[src/rtl/contador_pkg.sv]
// Shared definitions for the 4-bit sequence counter and its downstream monitor.
// The same nxt_val function is used by both blocks so that they always agree
// on the sequence order.
package contador_pkg;

    // First and last values of one lap of the sequence.
    localparam logic [3:0] SEQ_FIRST = 4'd1;
    localparam logic [3:0] SEQ_LAST  = 4'd11;

    // Monitor FSM states.
    typedef enum logic [1:0] {
        UNLOCKED = 2'd0,
        ACQUIRE  = 2'd1,
        LOCKED   = 2'd2
    } state_t;

    // Successor of v in the sequence 1,3,5,0,2,4,6,7,8,9,10,15,14,13,12,11.
    // Every 4-bit code is a member, so the sequence is a single 16-cycle.
    function automatic logic [3:0] nxt_val(input logic [3:0] v);
        logic [3:0] r;
        case (v)
            4'd1:    r = 4'd3;
            4'd3:    r = 4'd5;
            4'd5:    r = 4'd0;
            4'd0:    r = 4'd2;
            4'd2:    r = 4'd4;
            4'd4:    r = 4'd6;
            4'd6:    r = 4'd7;
            4'd7:    r = 4'd8;
            4'd8:    r = 4'd9;
            4'd9:    r = 4'd10;
            4'd10:   r = 4'd15;
            4'd15:   r = 4'd14;
            4'd14:   r = 4'd13;
            4'd13:   r = 4'd12;
            4'd12:   r = 4'd11;
            4'd11:   r = 4'd1;
            default: r = 4'd1;
        endcase
        return r;
    endfunction

endpackage

[src/rtl/contador_sincrono_monitor.sv]
// Downstream checker for the 4-bit sequence counter. Predicts each next count
// sample, locks after a run of correct transitions, and reports laps and
// sequence errors. All outputs are registered and describe the sample taken at
// the previous clock edge.
module contador_sincrono_monitor
    import contador_pkg::*;
#(
    parameter logic [3:0]  START_VAL = SEQ_FIRST,
    parameter int unsigned LOCK_CNT  = 4,
    parameter int unsigned LAP_W     = 8,
    parameter int unsigned ERR_W     = 8
) (
    input  logic             clk,
    input  logic             rst,
    input  logic [3:0]       count,
    input  logic             clr_stats,
    output logic             locked,
    output logic [3:0]       expected,
    output logic             lap_pulse,
    output logic [LAP_W-1:0] lap_count,
    output logic             err_pulse,
    output logic             err_sticky,
    output logic [ERR_W-1:0] err_count
);

    localparam logic [3:0]       LOCK_TARGET = LOCK_CNT[3:0];
    localparam logic [ERR_W-1:0] ERR_MAX     = {ERR_W{1'b1}};

    state_t           state_q,      state_d;
    logic [3:0]       match_cnt_q,  match_cnt_d;
    logic [3:0]       expected_q,   expected_d;
    logic             locked_q,     locked_d;
    logic             lap_pulse_q,  lap_pulse_d;
    logic             err_pulse_q,  err_pulse_d;
    logic [LAP_W-1:0] lap_count_q,  lap_count_d;
    logic [ERR_W-1:0] err_count_q,  err_count_d;
    logic             err_sticky_q, err_sticky_d;

    logic [3:0]       match_inc_s;
    logic [3:0]       succ_s;
    logic             hit_s;

    assign match_inc_s = match_cnt_q + 4'd1;
    assign succ_s      = nxt_val(count);
    assign hit_s       = (count == expected_q);

    // FSM: tracks the prediction, the run of matches and the lap/error events.
    always_comb begin
        state_d     = state_q;
        match_cnt_d = match_cnt_q;
        expected_d  = expected_q;
        lap_pulse_d = 1'b0;
        err_pulse_d = 1'b0;
        case (state_q)
            UNLOCKED: begin
                // First sample after reset only seeds the prediction.
                expected_d  = succ_s;
                match_cnt_d = 4'd0;
                state_d     = ACQUIRE;
            end
            ACQUIRE: begin
                expected_d = succ_s;
                if (hit_s) begin
                    match_cnt_d = match_inc_s;
                    if (match_inc_s == LOCK_TARGET) begin
                        state_d = LOCKED;
                    end else begin
                        state_d = ACQUIRE;
                    end
                end else begin
                    // Silent restart: errors are only reported once locked.
                    match_cnt_d = 4'd0;
                    state_d     = ACQUIRE;
                end
            end
            LOCKED: begin
                expected_d = succ_s;
                if (hit_s) begin
                    state_d = LOCKED;
                    if (count == START_VAL) begin
                        lap_pulse_d = 1'b1;
                    end else begin
                        lap_pulse_d = 1'b0;
                    end
                end else begin
                    // Resync onto the new value; a stuck count therefore
                    // raises a single error and then just keeps restarting.
                    err_pulse_d = 1'b1;
                    match_cnt_d = 4'd0;
                    state_d     = ACQUIRE;
                end
            end
            default: begin
                state_d     = UNLOCKED;
                match_cnt_d = 4'd0;
                expected_d  = 4'd0;
            end
        endcase
        locked_d = (state_d == LOCKED);
    end

    // Statistics: clr_stats wins over any same-cycle increment or set.
    always_comb begin
        if (clr_stats) begin
            lap_count_d  = '0;
            err_count_d  = '0;
            err_sticky_d = 1'b0;
        end else begin
            if (lap_pulse_d) begin
                lap_count_d = lap_count_q + LAP_W'(1);
            end else begin
                lap_count_d = lap_count_q;
            end
            if (err_pulse_d && (err_count_q != ERR_MAX)) begin
                err_count_d = err_count_q + ERR_W'(1);
            end else begin
                err_count_d = err_count_q;
            end
            if (err_pulse_d) begin
                err_sticky_d = 1'b1;
            end else begin
                err_sticky_d = err_sticky_q;
            end
        end
    end

    // State and output registers with synchronous reset.
    always_ff @(posedge clk) begin
        if (rst) begin
            state_q      <= UNLOCKED;
            match_cnt_q  <= 4'd0;
            expected_q   <= 4'd0;
            locked_q     <= 1'b0;
            lap_pulse_q  <= 1'b0;
            err_pulse_q  <= 1'b0;
            lap_count_q  <= '0;
            err_count_q  <= '0;
            err_sticky_q <= 1'b0;
        end else begin
            state_q      <= state_d;
            match_cnt_q  <= match_cnt_d;
            expected_q   <= expected_d;
            locked_q     <= locked_d;
            lap_pulse_q  <= lap_pulse_d;
            err_pulse_q  <= err_pulse_d;
            lap_count_q  <= lap_count_d;
            err_count_q  <= err_count_d;
            err_sticky_q <= err_sticky_d;
        end
    end

    assign locked     = locked_q;
    assign expected   = expected_q;
    assign lap_pulse  = lap_pulse_q;
    assign lap_count  = lap_count_q;
    assign err_pulse  = err_pulse_q;
    assign err_sticky = err_sticky_q;
    assign err_count  = err_count_q;

endmodule

[config.mk]
export PLATFORM = sky130hd
export DESIGN_NAME = contador_sincrono_monitor
export DESIGN_NICKNAME = d
export VERILOG_FILES = /design/src/rtl/contador_pkg.sv /design/src/rtl/contador_sincrono_monitor.sv
export SDC_FILE = /design/constraint.sdc
export NUM_CORES = 1
export LEC_CHECK = 0
export CAP_MARGIN = 20
export CORE_MARGIN = 3
export CORE_UTILIZATION = 45
export CTS_CLUSTER_DIAMETER = 200
export CTS_CLUSTER_SIZE = 10
export DETAILED_ROUTE_END_ITERATION = 12
export HOLD_SLACK_MARGIN = 0.08
export PLACE_DENSITY = 0.74
export SKIP_CTS_REPAIR_TIMING = 1
export SLEW_MARGIN = 5
export SYNTH_ARGS = -nofsm -noshare
export SYNTH_HDL_FRONTEND = slang
export SYNTH_SLANG_ARGS = --single-unit
[constraint.sdc]
create_clock -name clk -period 1.5 [get_ports clk]
set_input_delay 0.225 -clock clk [delete_from_list [all_inputs] [get_ports clk]]
set_output_delay 0.225 -clock clk [all_outputs]
set_load 0.005 [all_outputs]
==> After elaboration in Yosys (flattened, before gate mapping) <==
Memory sizes are Yosys's and may differ from the RTL's. A register that Yosys moved wholly into a read port is not among the register bits.
Index checks and enable logic that the tools add are counted.
{ "totals": {"rom_bits": 64, "ff_bits": 26, "inputBits": 7, "memories": 1, "elab_cells": 38, "out_inout_bits": 24} }
{ "memory_table": {"columns": ["memory", "depth", "word_bits", "read_ports", "rd_ports_with_merged_regs", "write_ports", "line", "source"], "rows": [
  ["(no name shown)", 16, 4, 1, 1, 0, "contador_pkg.sv:21", "case (v)"]
]} }
{ "classes": {"n_bitwise": 1, "n_addsub": 3, "n_reduce_logical": 5, "muxes": 12, "eq_ne": 8} }
{ "op_table": {"columns": ["op", "n"], "rows": [
  ["$add 8x1->8 const B", 2],
  ["$mux 4", 2],
  ["$ne 8x8->1 const B", 1],
  ["$pmux 4 s2", 1],
  ["$mux 2", 3],
  ["$pmux 2 s3", 1],
  ["$mux 1", 5],
  ["$add 4x1->4 const B", 1],
  ["$eq 2x2->1 const B", 2],
  ["$eq 4x1->1 const B", 1],
  ["$eq 4x3->1 const B", 1],
  ["$eq 4x4->1", 1],
  ["$reduce_or 2->1", 2],
  ["$reduce_or 3->1", 1],
  ["$eq 2x1->1 const B", 1],
  ["$logic_not 2->1", 1],
  ["$ne 2x2->1 const B", 1],
  ["$logic_and 1x1->1", 1],
  ["$not 1->1", 1]
]} }

==> Longest topological paths before layout <==
{ "depth": {"ltp_word": 6, "depth_mapped": 6} }

==> Least setup slack after synthesis <==
Ideal clock, no wire load.
{ "synth_timing": {"path_type": "register to register", "start": "reg state_q[1]", "end": "reg lap_count_q[4] (netlist: lap_count[4])", "setup_time_ns": 0.070, "path_buffers": 2, "t_arrival_ns": 1.479, "setup_slack_ns": -0.049, "path_stages_with_launch": 7, "period_less_slack_ns": 1.549, "path_cell_list": "dfxtp_1 > and2b_1 > buf_4 > nand3_2 > buf_6 > or4_1 > a21oi_1"} }
{ "synth_via": {"elab_chain_cells": 2} }
{ "synth_rtl": {"columns": ["item", "line", "source"], "rows": [
  ["start: declaration", "contador_sincrono_monitor.sv:29", "state_t state_q, state_d;"],
  ["start signal: assignment", "contador_sincrono_monitor.sv:140", "state_q <= state_d;"],
  ["$eq 2x2->1", "contador_sincrono_monitor.sv:54", "case (state_q)"],
  ["$mux 1", "contador_sincrono_monitor.sv:54", null],
  ["end signal: assignment", "contador_sincrono_monitor.sv:146", "lap_count_q <= lap_count_d;"],
  ["end: declaration", "contador_sincrono_monitor.sv:35", "logic [LAP_W-1:0] lap_count_q, lap_count_d;"]
]} }
Every way passes these cells.
A chain may end at the register's enable or synchronous reset.

==> Worst setup path after layout <==
{ "layout_timing": {"start": "reg state_q[0]", "end": "reg err_count_q[7] (netlist: err_count[7])"} }
{ "layout_via": {"elab_chain_cells": 3} }
{ "layout_rtl": {"columns": ["item", "line", "source"], "rows": [
  ["$eq 2x2->1", "contador_sincrono_monitor.sv:54", null],
  ["$mux 1", "contador_sincrono_monitor.sv:54", null],
  ["$logic_and 1x1->1", "contador_sincrono_monitor.sv:114", "if (err_pulse_d && (err_count_q != ERR_MAX)) begin"],
  ["end signal: assignment", "contador_sincrono_monitor.sv:147", "err_count_q <= err_count_d;"],
  ["end: declaration", "contador_sincrono_monitor.sv:36", "logic [ERR_W-1:0] err_count_q, err_count_d;"]
]} }
Every way passes these cells.

==> impl_metrics.env <==
export IMPL_status="complete, but fails checks"
export IMPL_violated_checks="setup timing"
export IMPL_die_height_um=64.2
export IMPL_area_delta_synth_final_pct=60.8
export IMPL_die_area_mm2=0.00412
export IMPL_setup_worst_path_end_class="register"
export IMPL_crit_path_max_incr_delay_ns=0.43
export IMPL_post_route_period_util=1.03
export IMPL_clock_tree_from_tritoncts="yes"
export IMPL_tritoncts_num_sinks=30
export IMPL_synth_warning_count=0
export IMPL_route_detailed_wl_per_inst_um=15.6
export IMPL_endpoint_arrival_time_on_the_critical_path_ns=1.81
export IMPL_gr_total_overflow=0
export IMPL_clk_transition_reported_paths_ns=0.09
export IMPL_synth_sequential_area_ratio=0.394
export IMPL_number_of_synthesized_register_bits=30
export IMPL_drv_max_cap_violation_count=0
export IMPL_core_area_mm2=0.00315
export IMPL_floorplan_rows=20
export IMPL_worst_voltage_drop_across_the_vdd_grid_mv=0.413
export IMPL_ant_nets=0
export IMPL_first_global_vias=1680
export IMPL_postPlaceCellArea_mm2=0.00217
export IMPL_postSynthAreaPerCell_um2=8.81
export IMPL_clk_latency_ns=0.32
export IMPL_cpLargestDelayFamily="simple AND/OR/NAND/NOR gates"
export IMPL_mappedNetlistNets=186
export IMPL_drv_slew=0
export IMPL_ioPinCount=31
export IMPL_netlist_cell_type_count=39
export IMPL_hold_violations=0
export IMPL_antenna_cells=0
export IMPL_timing_max_slew_rel_slack=0.755
export IMPL_clockRootBuffer="clkbuf_4"
export IMPL_synthesis_area_mm2=0.00152
export IMPL_crit_fanout=5
export IMPL_critical_path_class="register to register"
export IMPL_drc=0
export IMPL_route_final_wire_length_um=4530
export IMPL_final_setup_skew_ns=0.00519
export IMPL_cellLeakagePower_uw=0.00116
export IMPL_netlist_instances=173
export IMPL_cp_num_buf_inv=0
export IMPL_die_w_um=64.2
export IMPL_start_util=0.483
export IMPL_worst_pin_slew_ns=0.366
export IMPL_viasPerCell=5.83
export IMPL_setup_tns_final_ns=-0.103
export IMPL_detailedRoute_firstPassIterationCount=4
export IMPL_slowest_stage="or4_4"
export IMPL_port_buf_inserts=30
export IMPL_setup_slack_ns=-0.0476
export IMPL_timing_critical_path_cells="nand4b_1 > a311o_1 > or4_4 > a21oi_2"
export IMPL_fin_nets=258
export IMPL_finalInstanceArea_mm2=0.00245
export IMPL_reg2reg_setup_slack_ns=-0.05
export IMPL_drt_iter0_markers=103
export IMPL_cts_buffers=5
export IMPL_gr_usage_all_layers=0.220
export IMPL_share_of_cells_above_drive_strength_1=0.419
export IMPL_critPathLaunchType="register"
export IMPL_place_detailed_hpwl_um=3340
export IMPL_hp_class="primary input to register"
export IMPL_synth_top_flop_cell="dfxtp_1"
export IMPL_cts_htree_levels=2
export IMPL_grt_antenna_before_repair=0
export IMPL_setup_viol=3
export IMPL_cts_buffer_depth=2
export IMPL_critPathRequiredTime_ns=1.76
export IMPL_grt_first_pass_wirelength_um=7110
export IMPL_vias=1691
export IMPL_asyncSetResetFlopFracSynth=0
export IMPL_grt_max_degree=10
export IMPL_gp_congestion=0.870
export IMPL_post_route_min_period_ns=1.55
export IMPL_rsz0062_at_grt="yes"
export IMPL_synth_enable_flop_cells=0
export IMPL_power_density_cell_area_mw_per_mm2=636
export IMPL_max_clock_freq_mhz=646
power breakdown:
part | switching [uW] | internal (uW) | total (uW) | leakage, uW
sequential | 11.4 | 806 | 818 | 0.000253
clock | 272 | 227 | 499 | 0.0000353
combinational | 113 | 129 | 242 | 0.000871
final timing paths:
path,startpoint,endpoint,cells after the start
max,state_q[0],err_count[7],4
min,count[2],expected[0],4
max reg2reg,state_q[0],err_count[7],4
min reg2reg,err_sticky,err_sticky,2
worst register-to-register path: stages (launching register included):
cell and delay, ns:
dfxtp_2 0.35, nand4b_1 0.18, a311o_1 0.39, or4_4 0.43, a21oi_2 0.12
cell type report:
type,count,area (um^2)
repair buffers,73,683
well taps,44,55.1
clock buffers,7,55.1
inverters,4,15.0
fillers,201,702
flip-flops and latches,30,629
clock inverters,1,5.00
multi-input cells,131,1010
per-stage QoR:
step,std cells,setup WS [ns],util,hold WS [ns],total power [uW]
global placement,282,-0.452,0.688,0.447,1030
CTS,290,-0.216,0.708,0.487,1530
detailed placement,282,-0.558,0.688,0.464,1040
floorplan,173,-0.0120,-,0.304,920
global route,290,-0.0837,0.777,0.465,1630
finish,290,-0.0476,0.777,0.452,1560
cells in the mapped netlist, types with 4 or more instances:
master / n / share of area
nor2_1: 19 / 0.047
ha_1: 6 / 0.049
a21oi_1: 19 / 0.062
o21ai_0: 5 / 0.016
dfxtp_1: 30 / 0.39
o31ai_1: 7 / 0.034
xnor2_1: 6 / 0.034
inv_1: 4 / 0.0098
nand2_1: 7 / 0.017
nand3_1: 7 / 0.023
nor3_1: 4 / 0.013
or4_1: 7 / 0.034
mux2i_1: 5 / 0.033
nand4_1: 5 / 0.021
cell usage in the layout (no fill, tap or decap), drive strengths merged, types with 2 or more instances in the layout:
| cell type | count |
|---|---|
| o21ai | 5 |
| a21o | 2 |
| nor3 | 4 |
| mux2i | 5 |
| xnor2 | 6 |
| clkdlybuf4s50 | 14 |
| o31ai | 7 |
| dfxtp | 30 |
| nand4 | 5 |
| clkbuf | 7 |
| buf | 43 |
| a211oi | 3 |
| and4 | 3 |
| a22oi | 3 |
| or3 | 3 |
| ha | 6 |
| nand2 | 7 |
| nand3 | 8 |
| and2b | 2 |
| a21oi | 19 |
| inv | 4 |
| or4 | 7 |
| nor2 | 19 |
| dlymetal6s2s | 16 |
| nand4b | 2 |
| nand2b | 3 |
flip-flops by register name, indices dropped and copies added (netlist names):
| signal | count |
|---|---|
| lap_count | 8 |
| locked | 1 |
| err_count | 8 |
| state_q | 2 |
| expected | 4 |
| err_sticky | 1 |
| match_cnt_q | 4 |
| err_pulse | 1 |
| lap_pulse | 1 |
metal layers:
layer / share of wire / global-route usage / up-vias
met3: 0.040 / 0.0703 / 15
met4: 0.028 / 0.103 / 0
met2: 0.54 / 0.401 / 48
met1: 0.40 / 0.227 / 835
met5: 0 / 0 / -
li1: - / - / 793
logic make-up after synthesis:
| family | count (synthesis) | share of synthesized area |
|---|---|---|
| flops | 30 | 0.394 |
| buf+inv | 12 | 0.0419 |
| mux | 5 | 0.0328 |
| compound gates | 45 | 0.194 |
| xor+xnor | 6 | 0.0345 |
| fa+ha+maj | 6 | 0.0493 |
| simple gates | 69 | 0.254 |
(Power assumes the default switching activity.)
